`src/rtl/lzd_seq_norm.sv`:
```
// lzd_seq_norm -- sequential leading-zero normalizer.
//
// An accepted operand is scanned one nibble per cycle, most significant
// nibble first, until the first nonzero nibble is found. That nibble's
// position gives the leading-zero count. A single barrel shift then
// normalizes the operand so that its MSB is set.
//
// Ports
//   clk        in   clock; all state changes on the rising edge
//   rst_n      in   asynchronous active-low reset
//   in_data    in   [W-1:0] operand
//   in_valid   in   operand valid
//   in_ready   out  block is idle and can accept an operand
//   out_mant   out  [W-1:0] normalized operand (0 for an all-zero operand)
//   out_lz     out  [CW-1:0] leading-zero count, 0..W
//   out_zero   out  operand was all zeros (out_lz == W)
//   out_valid  out  result valid, held until out_ready
//   out_ready  in   consumer takes the result
//   busy       out  FSM is not in IDLE
//   dbg_state  out  [1:0] current FSM state, for checkers
//
// Handshakes use valid/ready semantics. A transfer happens on a rising
// edge where valid & ready are both high. A producer must hold its payload
// stable while valid is high and ready is low. Here, in_ready is high only
// in IDLE. out_valid is high only in DONE, where the outputs are frozen.
module lzd_seq_norm #(
  parameter int W  = 32,
  parameter int CW = 6
) (
  input  logic          clk,
  input  logic          rst_n,
  input  logic [W-1:0]  in_data,
  input  logic          in_valid,
  output logic          in_ready,
  output logic [W-1:0]  out_mant,
  output logic [CW-1:0] out_lz,
  output logic          out_zero,
  output logic          out_valid,
  input  logic          out_ready,
  output logic          busy,
  output logic [1:0]    dbg_state
);

  localparam logic [1:0] IDLE  = 2'd0;
  localparam logic [1:0] SCAN  = 2'd1;
  localparam logic [1:0] SHIFT = 2'd2;
  localparam logic [1:0] DONE  = 2'd3;

  // The nibble index runs from 0 to W/4-1. That range always fits in CW-2 bits.
  localparam int             IW       = CW - 2;
  localparam logic [IW-1:0]  LAST_IDX = IW'(W / 4 - 1);
  localparam logic [CW-1:0]  LZ_ALL   = CW'(W);

  logic [1:0]    state_q, state_d;
  logic [W-1:0]  data_q, data_d;
  logic [CW-1:0] lz_q, lz_d;
  logic [IW-1:0] idx_q, idx_d;
  logic          zero_q, zero_d;
  // Keeps in_ready low from reset until the first clock edge after release.
  logic          started_q;

  // 2-bit leading-zero detector: returns {valid, position}.
  function automatic logic [1:0] lzd2(input logic [1:0] b);
    return {|b, ~b[1]};
  endfunction

  // Select the nibble addressed by the current index (index 0 = top nibble).
  logic [3:0] nib;
  always_comb begin
    nib = '0;
    for (int i = 0; i < W / 4; i++) begin
      if (idx_q == IW'(i)) nib = data_q[W-1-4*i -: 4];
    end
  end

  // The 4-bit LZD merges two 2-bit LZDs. If the upper pair is nonzero it
  // decides the position. Otherwise the lower pair decides it, offset by 2.
  logic [1:0] hi_lzd, lo_lzd;
  logic       nib_v;
  logic [1:0] nib_pos;
  always_comb begin
    hi_lzd  = lzd2(nib[3:2]);
    lo_lzd  = lzd2(nib[1:0]);
    nib_v   = hi_lzd[1] | lo_lzd[1];
    nib_pos = hi_lzd[1] ? {1'b0, hi_lzd[0]} : {1'b1, lo_lzd[0]};
  end

  assign in_ready  = (state_q == IDLE) & started_q;
  assign busy      = (state_q != IDLE);
  assign out_valid = (state_q == DONE);
  assign out_mant  = data_q;
  assign out_lz    = lz_q;
  assign out_zero  = zero_q;
  assign dbg_state = state_q;

  always_comb begin
    state_d = state_q;
    data_d  = data_q;
    lz_d    = lz_q;
    idx_d   = idx_q;
    zero_d  = zero_q;
    case (state_q)
      IDLE: begin
        if (in_valid && in_ready) begin
          data_d  = in_data;
          lz_d    = '0;
          idx_d   = '0;
          zero_d  = 1'b0;
          state_d = SCAN;
        end
      end
      SCAN: begin
        if (nib_v) begin
          lz_d    = lz_q + {{(CW-2){1'b0}}, nib_pos};
          state_d = SHIFT;
        end else if (idx_q == LAST_IDX) begin
          // All nibbles are zero. The register already holds 0, so no shift is needed.
          lz_d    = LZ_ALL;
          zero_d  = 1'b1;
          state_d = DONE;
        end else begin
          lz_d  = lz_q + CW'(4);
          idx_d = idx_q + IW'(1);
        end
      end
      SHIFT: begin
        data_d  = data_q << lz_q;
        state_d = DONE;
      end
      DONE: begin
        if (out_ready) state_d = IDLE;
      end
      default: state_d = IDLE;
    endcase
  end

  always_ff @(posedge clk or negedge rst_n) begin
    if (!rst_n) begin
      state_q   <= IDLE;
      data_q    <= '0;
      lz_q      <= '0;
      idx_q     <= '0;
      zero_q    <= 1'b0;
      started_q <= 1'b0;
    end else begin
      state_q   <= state_d;
      data_q    <= data_d;
      lz_q      <= lz_d;
      idx_q     <= idx_d;
      zero_q    <= zero_d;
      started_q <= 1'b1;
    end
  end

endmodule

```
`config.mk`:
```
export PLATFORM = sky130hd
export DESIGN_NAME = lzd_seq_norm
export DESIGN_NICKNAME = d
export VERILOG_FILES = /design/src/rtl/lzd_seq_norm.sv
export SDC_FILE = /design/constraint.sdc
export NUM_CORES = 1
export LEC_CHECK = 0
export CELL_PAD_IN_SITES_DETAIL_PLACEMENT = 2
export CELL_PAD_IN_SITES_GLOBAL_PLACEMENT = 2
export CORE_UTILIZATION = 33
export DETAILED_ROUTE_END_ITERATION = 6
export PLACE_DENSITY_LB_ADDON = 0.1
export SYNTH_ARGS = -nofsm -noshare
export SYNTH_HDL_FRONTEND = slang
export SYNTH_SLANG_ARGS = --single-unit
export TNS_END_PERCENT = 30
```
`constraint.sdc`:
```
create_clock -name clk -period 6 [get_ports clk]
set_input_delay 1.2 -clock clk [delete_from_list [all_inputs] [get_ports clk]]
set_output_delay 1.2 -clock clk [all_outputs]
set_load 0.05 [all_outputs]
```
Word level (Yosys, flattened, before mapping)
Cells that the tools add are included.

Register bits: 46. Word-level logic and storage cells: 71.

Equal/unequal tests: 16. Add/sub/neg operators: 3. Bitwise logic cells: 4. Reduce and logical (&&, ||, !) cells: 13. Shift-type cells: 1. Mux-type cells: 28.

Operators by type and width (count): 32-bit one-hot mux with 2 select lines (1); 4-bit two-way mux (11); 32-bit two-way mux (1); 32-bit by 6-bit << shifter with 32-bit output (1); 6-bit two-way mux (3); 4-bit by 3-bit equality test with 1-bit output, second input constant (4); 6-bit one-hot mux with 2 select lines (1); 2-bit two-way mux (5); 4-bit by 2-bit equality test with 1-bit output, second input constant (2); 2-bit one-hot mux with 4 select lines (1); 4-bit one-hot mux with 2 select lines (1); 4-bit AND reduction (2); 6-bit by 2-bit adder with 6-bit output (1); 6-bit by 3-bit adder with 6-bit output, second input constant (1); 2-bit != test, second input constant (3); 2-bit nonzero test (3); 4-bit by 1-bit adder with 4-bit output, second input constant (1); 2-bit equality test, second input constant (2); 4-bit by 1-bit equality test with 1-bit output, second input constant (1); 4-bit zero test (1); 2-bit by 1-bit != test with 1-bit output, second input constant (2); 2-bit AND reduction (2); 2-bit OR reduction (2); 1-bit two-way mux (3); 9 further kinds (10).

Longest topological paths before layout
Depth in word-level cells: 14. Depth in mapped cells: 15.

Least setup slack after synthesis
Ideal clock, no wire load.

Kind: register to register. Start point: register idx_q[0]. End point: register lz_q[3], in the netlist out_lz[3]. Clock period less this slack: 2.958 ns. Stages on the path, launching flop included: 16. Arrival time: 2.832 ns. Buffers on the path: 2. Setup time: 0.126 ns. Path slack: 3.042 ns. Data required time: 5.874 ns. Cells stage by stage: dfrtp_1 -> inv_1 -> ha_1 -> buf_2 -> buf_2 -> a21oi_1 -> a221oi_1 -> a2bb2oi_1 -> or2_1 -> a31oi_1 -> ha_1 -> and3_1 -> o2111ai_1 -> nand2_1 -> nor3b_1 -> a221o_1.

Word-level cells in the longest chain between the ends: 14. Elaborated cells between the ends (all ways): 26. Those cells by class: add/sub: 1; eq/ne: 7; mux: 12; bitwise: 3; reduce/logical: 3.

RTL lines: from (decl) (RTL line 57) `logic [IW-1:0] idx_q, idx_d;`; from (signal assigned) (RTL line 149) `idx_q <= idx_d;`; 4-bit zero test (RTL line 72) `if (idx_q == IW'(i)) nib = data_q[W-1-4*i -: 4];`; 4-bit two-way mux (8 in series) (RTL line 72); 2-bit OR reduction or 1-bit NOT (tied branches) (RTL line 64) `return {|b, ~b[1]};`; 2-bit two-way mux (RTL line 85) `nib_pos = hi_lzd[1] ? {1'b0, hi_lzd[0]} : {1'b1, lo_lzd[0]};`; 6-bit by 2-bit adder with 6-bit output (RTL line 114) `lz_d = lz_q + {{(CW-2){1'b0}}, nib_pos};`; 6-bit two-way mux (*) (RTL line 113) `if (nib_v) begin`; 6-bit one-hot mux with 2 select lines (*) (RTL line 102) `case (state_q)`; to (signal assigned) (RTL line 148) `lz_q <= lz_d;`; to (decl) (RTL line 56) `logic [CW-1:0] lz_q, lz_d;`.

Mark *: on every way between the ends. The rest lies on a longest branch, timed or not. A chain may end at the register's enable or synchronous reset.

Worst setup path after layout
Start point: register lz_q[1], in the netlist out_lz[1]. End point: output out_lz[1].

RTL lines: to (decl) (RTL line 36) `output logic [CW-1:0] out_lz,`.

No word-level cell between the ends.

==> out/qor.csv <==
metric,value,unit
H-tree levels,2,
post-cts gate resize count,0,
critical-path maximum fanout,49,
setup repair after global routing missed its margin,false,
wire length of the first global-routing pass,28500,um
routability cong.,0.883,
Final Slew Violations,0,
CP bufs+invs,1,
cell type group with the largest total delay on the critical path,flip-flops,
transition time of the tightest slew-check pin,1170,ps
Worst path slowest cell,sky130_fd_sc_hd__dfrtp_2,
number of vias in the routed layout,4448,
largest stage delay on the critical path,1080,ps
Setup crit start kind,flop,
worst-case clock skew,12.6,ps
clock-pin slew of the registers on the worst-case setup and hold paths,70,ps
number of nets still failing antenna checks after routing,0,
Seq cells post-synth,46,
Total Negative Setup Slacks,0,ps
"EDFF count, synth",0,
Hold WC Path Type,flop to flop,
share of final-layout standard cells stronger than drive strength 1,0.108,
number of antenna violations at the first check in global routing,0,
wire length after detailed routing,18000,um
Avg Vias per Cell,6.04,
critical path start-end classification,flop to output pin,
share of the yosys chip area belonging to registers,0.260,
worst slew margin relative to its limit,0.219,
DRT iter0 DRCs,281,
count of unresolved DRC violations after routing,0,
clk sinks,46,
max_cap viols,0,
time the final worst path needs with I/O delays and setup,3560,ps
fill cell total of the finished layout,1460,
vias in the first global route,4791,
Die Footprint,0.0139,mm2
TritonCTS clock tree,built,
ys async rst share,1.00,
post-synthesis net count,561,
top_reg_cell synth,sky130_fd_sc_hd__dfrtp_1,
CTS max path bufs,2,
width of the die,118,um
"Avg Cell Area, Syn",8.63,um2
count of synthesis-stage warnings from yosys,0,
Port Buffers,79,
number of placement rows,41,
wire length per cell,24.4,um
highest-count cells in the layout ignoring fill and taps,"78 x sky130_fd_sc_hd__clkdlybuf4s50_1, 69 x sky130_fd_sc_hd__nand2_1, 61 x sky130_fd_sc_hd__nor2_1",
final period utilization,0.593,
outcome,"complete, no violations",
half-perimeter wire length of the detailed placement result,13400,um
ordered cell list for the critical path,clkdlybuf4s50_1,
Post-layout nets,611,
Netlist cell types,63,
first drt pass iteration count,4,
die boundary height,118,um
netlist area before placement,0.00443,mm2
IO Count,80,
kind of end point of the critical path,output pin,
setup bufs post-CTS,0,
highest clock frequency the design can meet,281,MHz
clock insertion delay at the later pin of the skew report,310,ps
core box area,0.0128,mm2
number of hold buffers added after cts,0,
Starting Density,0.345,
total setup violations reported at the end of the flow,0,
WP data required,4800,ps
pin count of the biggest net entering global routing,50,
CTS Buf Count,5,
most frequent standard cell in the layout excluding fill and tap cells,sky130_fd_sc_hd__clkdlybuf4s50_1,
"Hold Vio Cnt, Final",0,
Root Buffer,sky130_fd_sc_hd__clkbuf_16,
Crit path arrival time,2360,ps
Cells after Synth,513,
GRT Util Overall,0.268,
P&R area growth vs syn,22.7,%
diodes inserted,0,
sum of overflow across all layers after global routing,0,
==> Yosys cell counts (4+ instances only) <==
library cell | number | area [um2]
sky130_fd_sc_hd__nand3b_1 | 9 | 67.6
sky130_fd_sc_hd__nor2_1 | 61 | 229
sky130_fd_sc_hd__ha_1 | 12 | 150
sky130_fd_sc_hd__a211oi_1 | 4 | 30.0
sky130_fd_sc_hd__a22o_1 | 5 | 43.8
sky130_fd_sc_hd__a211o_1 | 4 | 35.0
sky130_fd_sc_hd__nand2_1 | 69 | 259
sky130_fd_sc_hd__o21ai_0 | 16 | 80.1
sky130_fd_sc_hd__buf_1 | 6 | 22.5
sky130_fd_sc_hd__dfrtp_1 | 46 | 1150
sky130_fd_sc_hd__and3_1 | 4 | 25.0
sky130_fd_sc_hd__o211ai_1 | 5 | 37.5
sky130_fd_sc_hd__o21ai_1 | 11 | 55.1
sky130_fd_sc_hd__inv_1 | 20 | 75.1
sky130_fd_sc_hd__mux4_2 | 28 | 631
sky130_fd_sc_hd__mux2_2 | 9 | 101
sky130_fd_sc_hd__a31oi_1 | 6 | 37.5
sky130_fd_sc_hd__a221oi_1 | 19 | 166
sky130_fd_sc_hd__a21oi_1 | 48 | 240
sky130_fd_sc_hd__o22ai_1 | 4 | 25.0
sky130_fd_sc_hd__nand2b_1 | 5 | 31.3
sky130_fd_sc_hd__nor3_1 | 6 | 30.0
sky130_fd_sc_hd__clkbuf_1 | 18 | 67.6
sky130_fd_sc_hd__nand3_1 | 6 | 30.0
sky130_fd_sc_hd__buf_2 | 10 | 50.1
sky130_fd_sc_hd__mux2i_1 | 21 | 210
==> state kept, by name, indices dropped and copies added (netlist names) <==
| signal | count |
|---|---|
| out_zero | 1 |
| dbg_state | 2 |
| out_lz | 6 |
| out_mant | 32 |
| started_q | 1 |
| idx_q | 4 |
==> stage by stage <==
stage	hold WS [ps]	util	std cells	area, um2	setup slack, ps
floorplan	505	-	513	4430	3040
global placement	482	0.411	728	5270	2640
detailed placement	512	0.411	728	5270	2530
CTS	526	0.423	736	5430	2430
global route	564	0.423	736	5430	2220
finish	518	0.423	736	5430	2440
==> routing by layer <==
metal | track usage | vias to the layer above | wire length, um
met5 | 0 | - | 0
met4 | 0.0873 | 0 | 420
met3 | 0.0339 | 18 | 797
met2 | 0.471 | 123 | 9310
met1 | 0.339 | 2295 | 7450
li1 | - | 2012 | -
==> cell type report <==
type	count	area, um2	share of cell area
Multi-Input combinational cell	406	3000	0.553
Inverter	21	78.8	0.0145
Clock buffer	7	133	0.0244
Timing Repair Buffer	83	816	0.150
Sequential cell	46	1150	0.212
Clock inverter	1	30.0	0.00553
Tap cell	172	215	0.0396
==> logic make-up (layout without fill, tap and decap cells) <==
family	count (synthesis)	in the layout	synth area share
compound gates	153	153	0.237
xor+xnor	2	2	0.00396
fa+ha+maj	12	12	0.0339
buf+inv	61	112	0.0622
flops	46	46	0.260
mux	60	60	0.218
other cells	1	1	0.000847
simple gates	178	178	0.184
==> final timing paths <==
kind / start / endpoint / slack, ps / depth (start not counted)
worst max register to register: idx_q[0] / out_lz[3] / 2480 / 12
worst max-delay path: out_lz[1] / out_lz[1] / 2440 / 1
worst min register to register: out_zero / out_zero / 520 / 2
worst min-delay path: out_zero / out_zero / 520 / 2
min in group asynchronous: rst_n / out_mant[28] / 1000 / 2
max in group asynchronous: rst_n / out_lz[0] / 4490 / 2
Power is not shown: default switching activity piles up to over one toggle a cycle in this logic, so the estimate is an artifact.
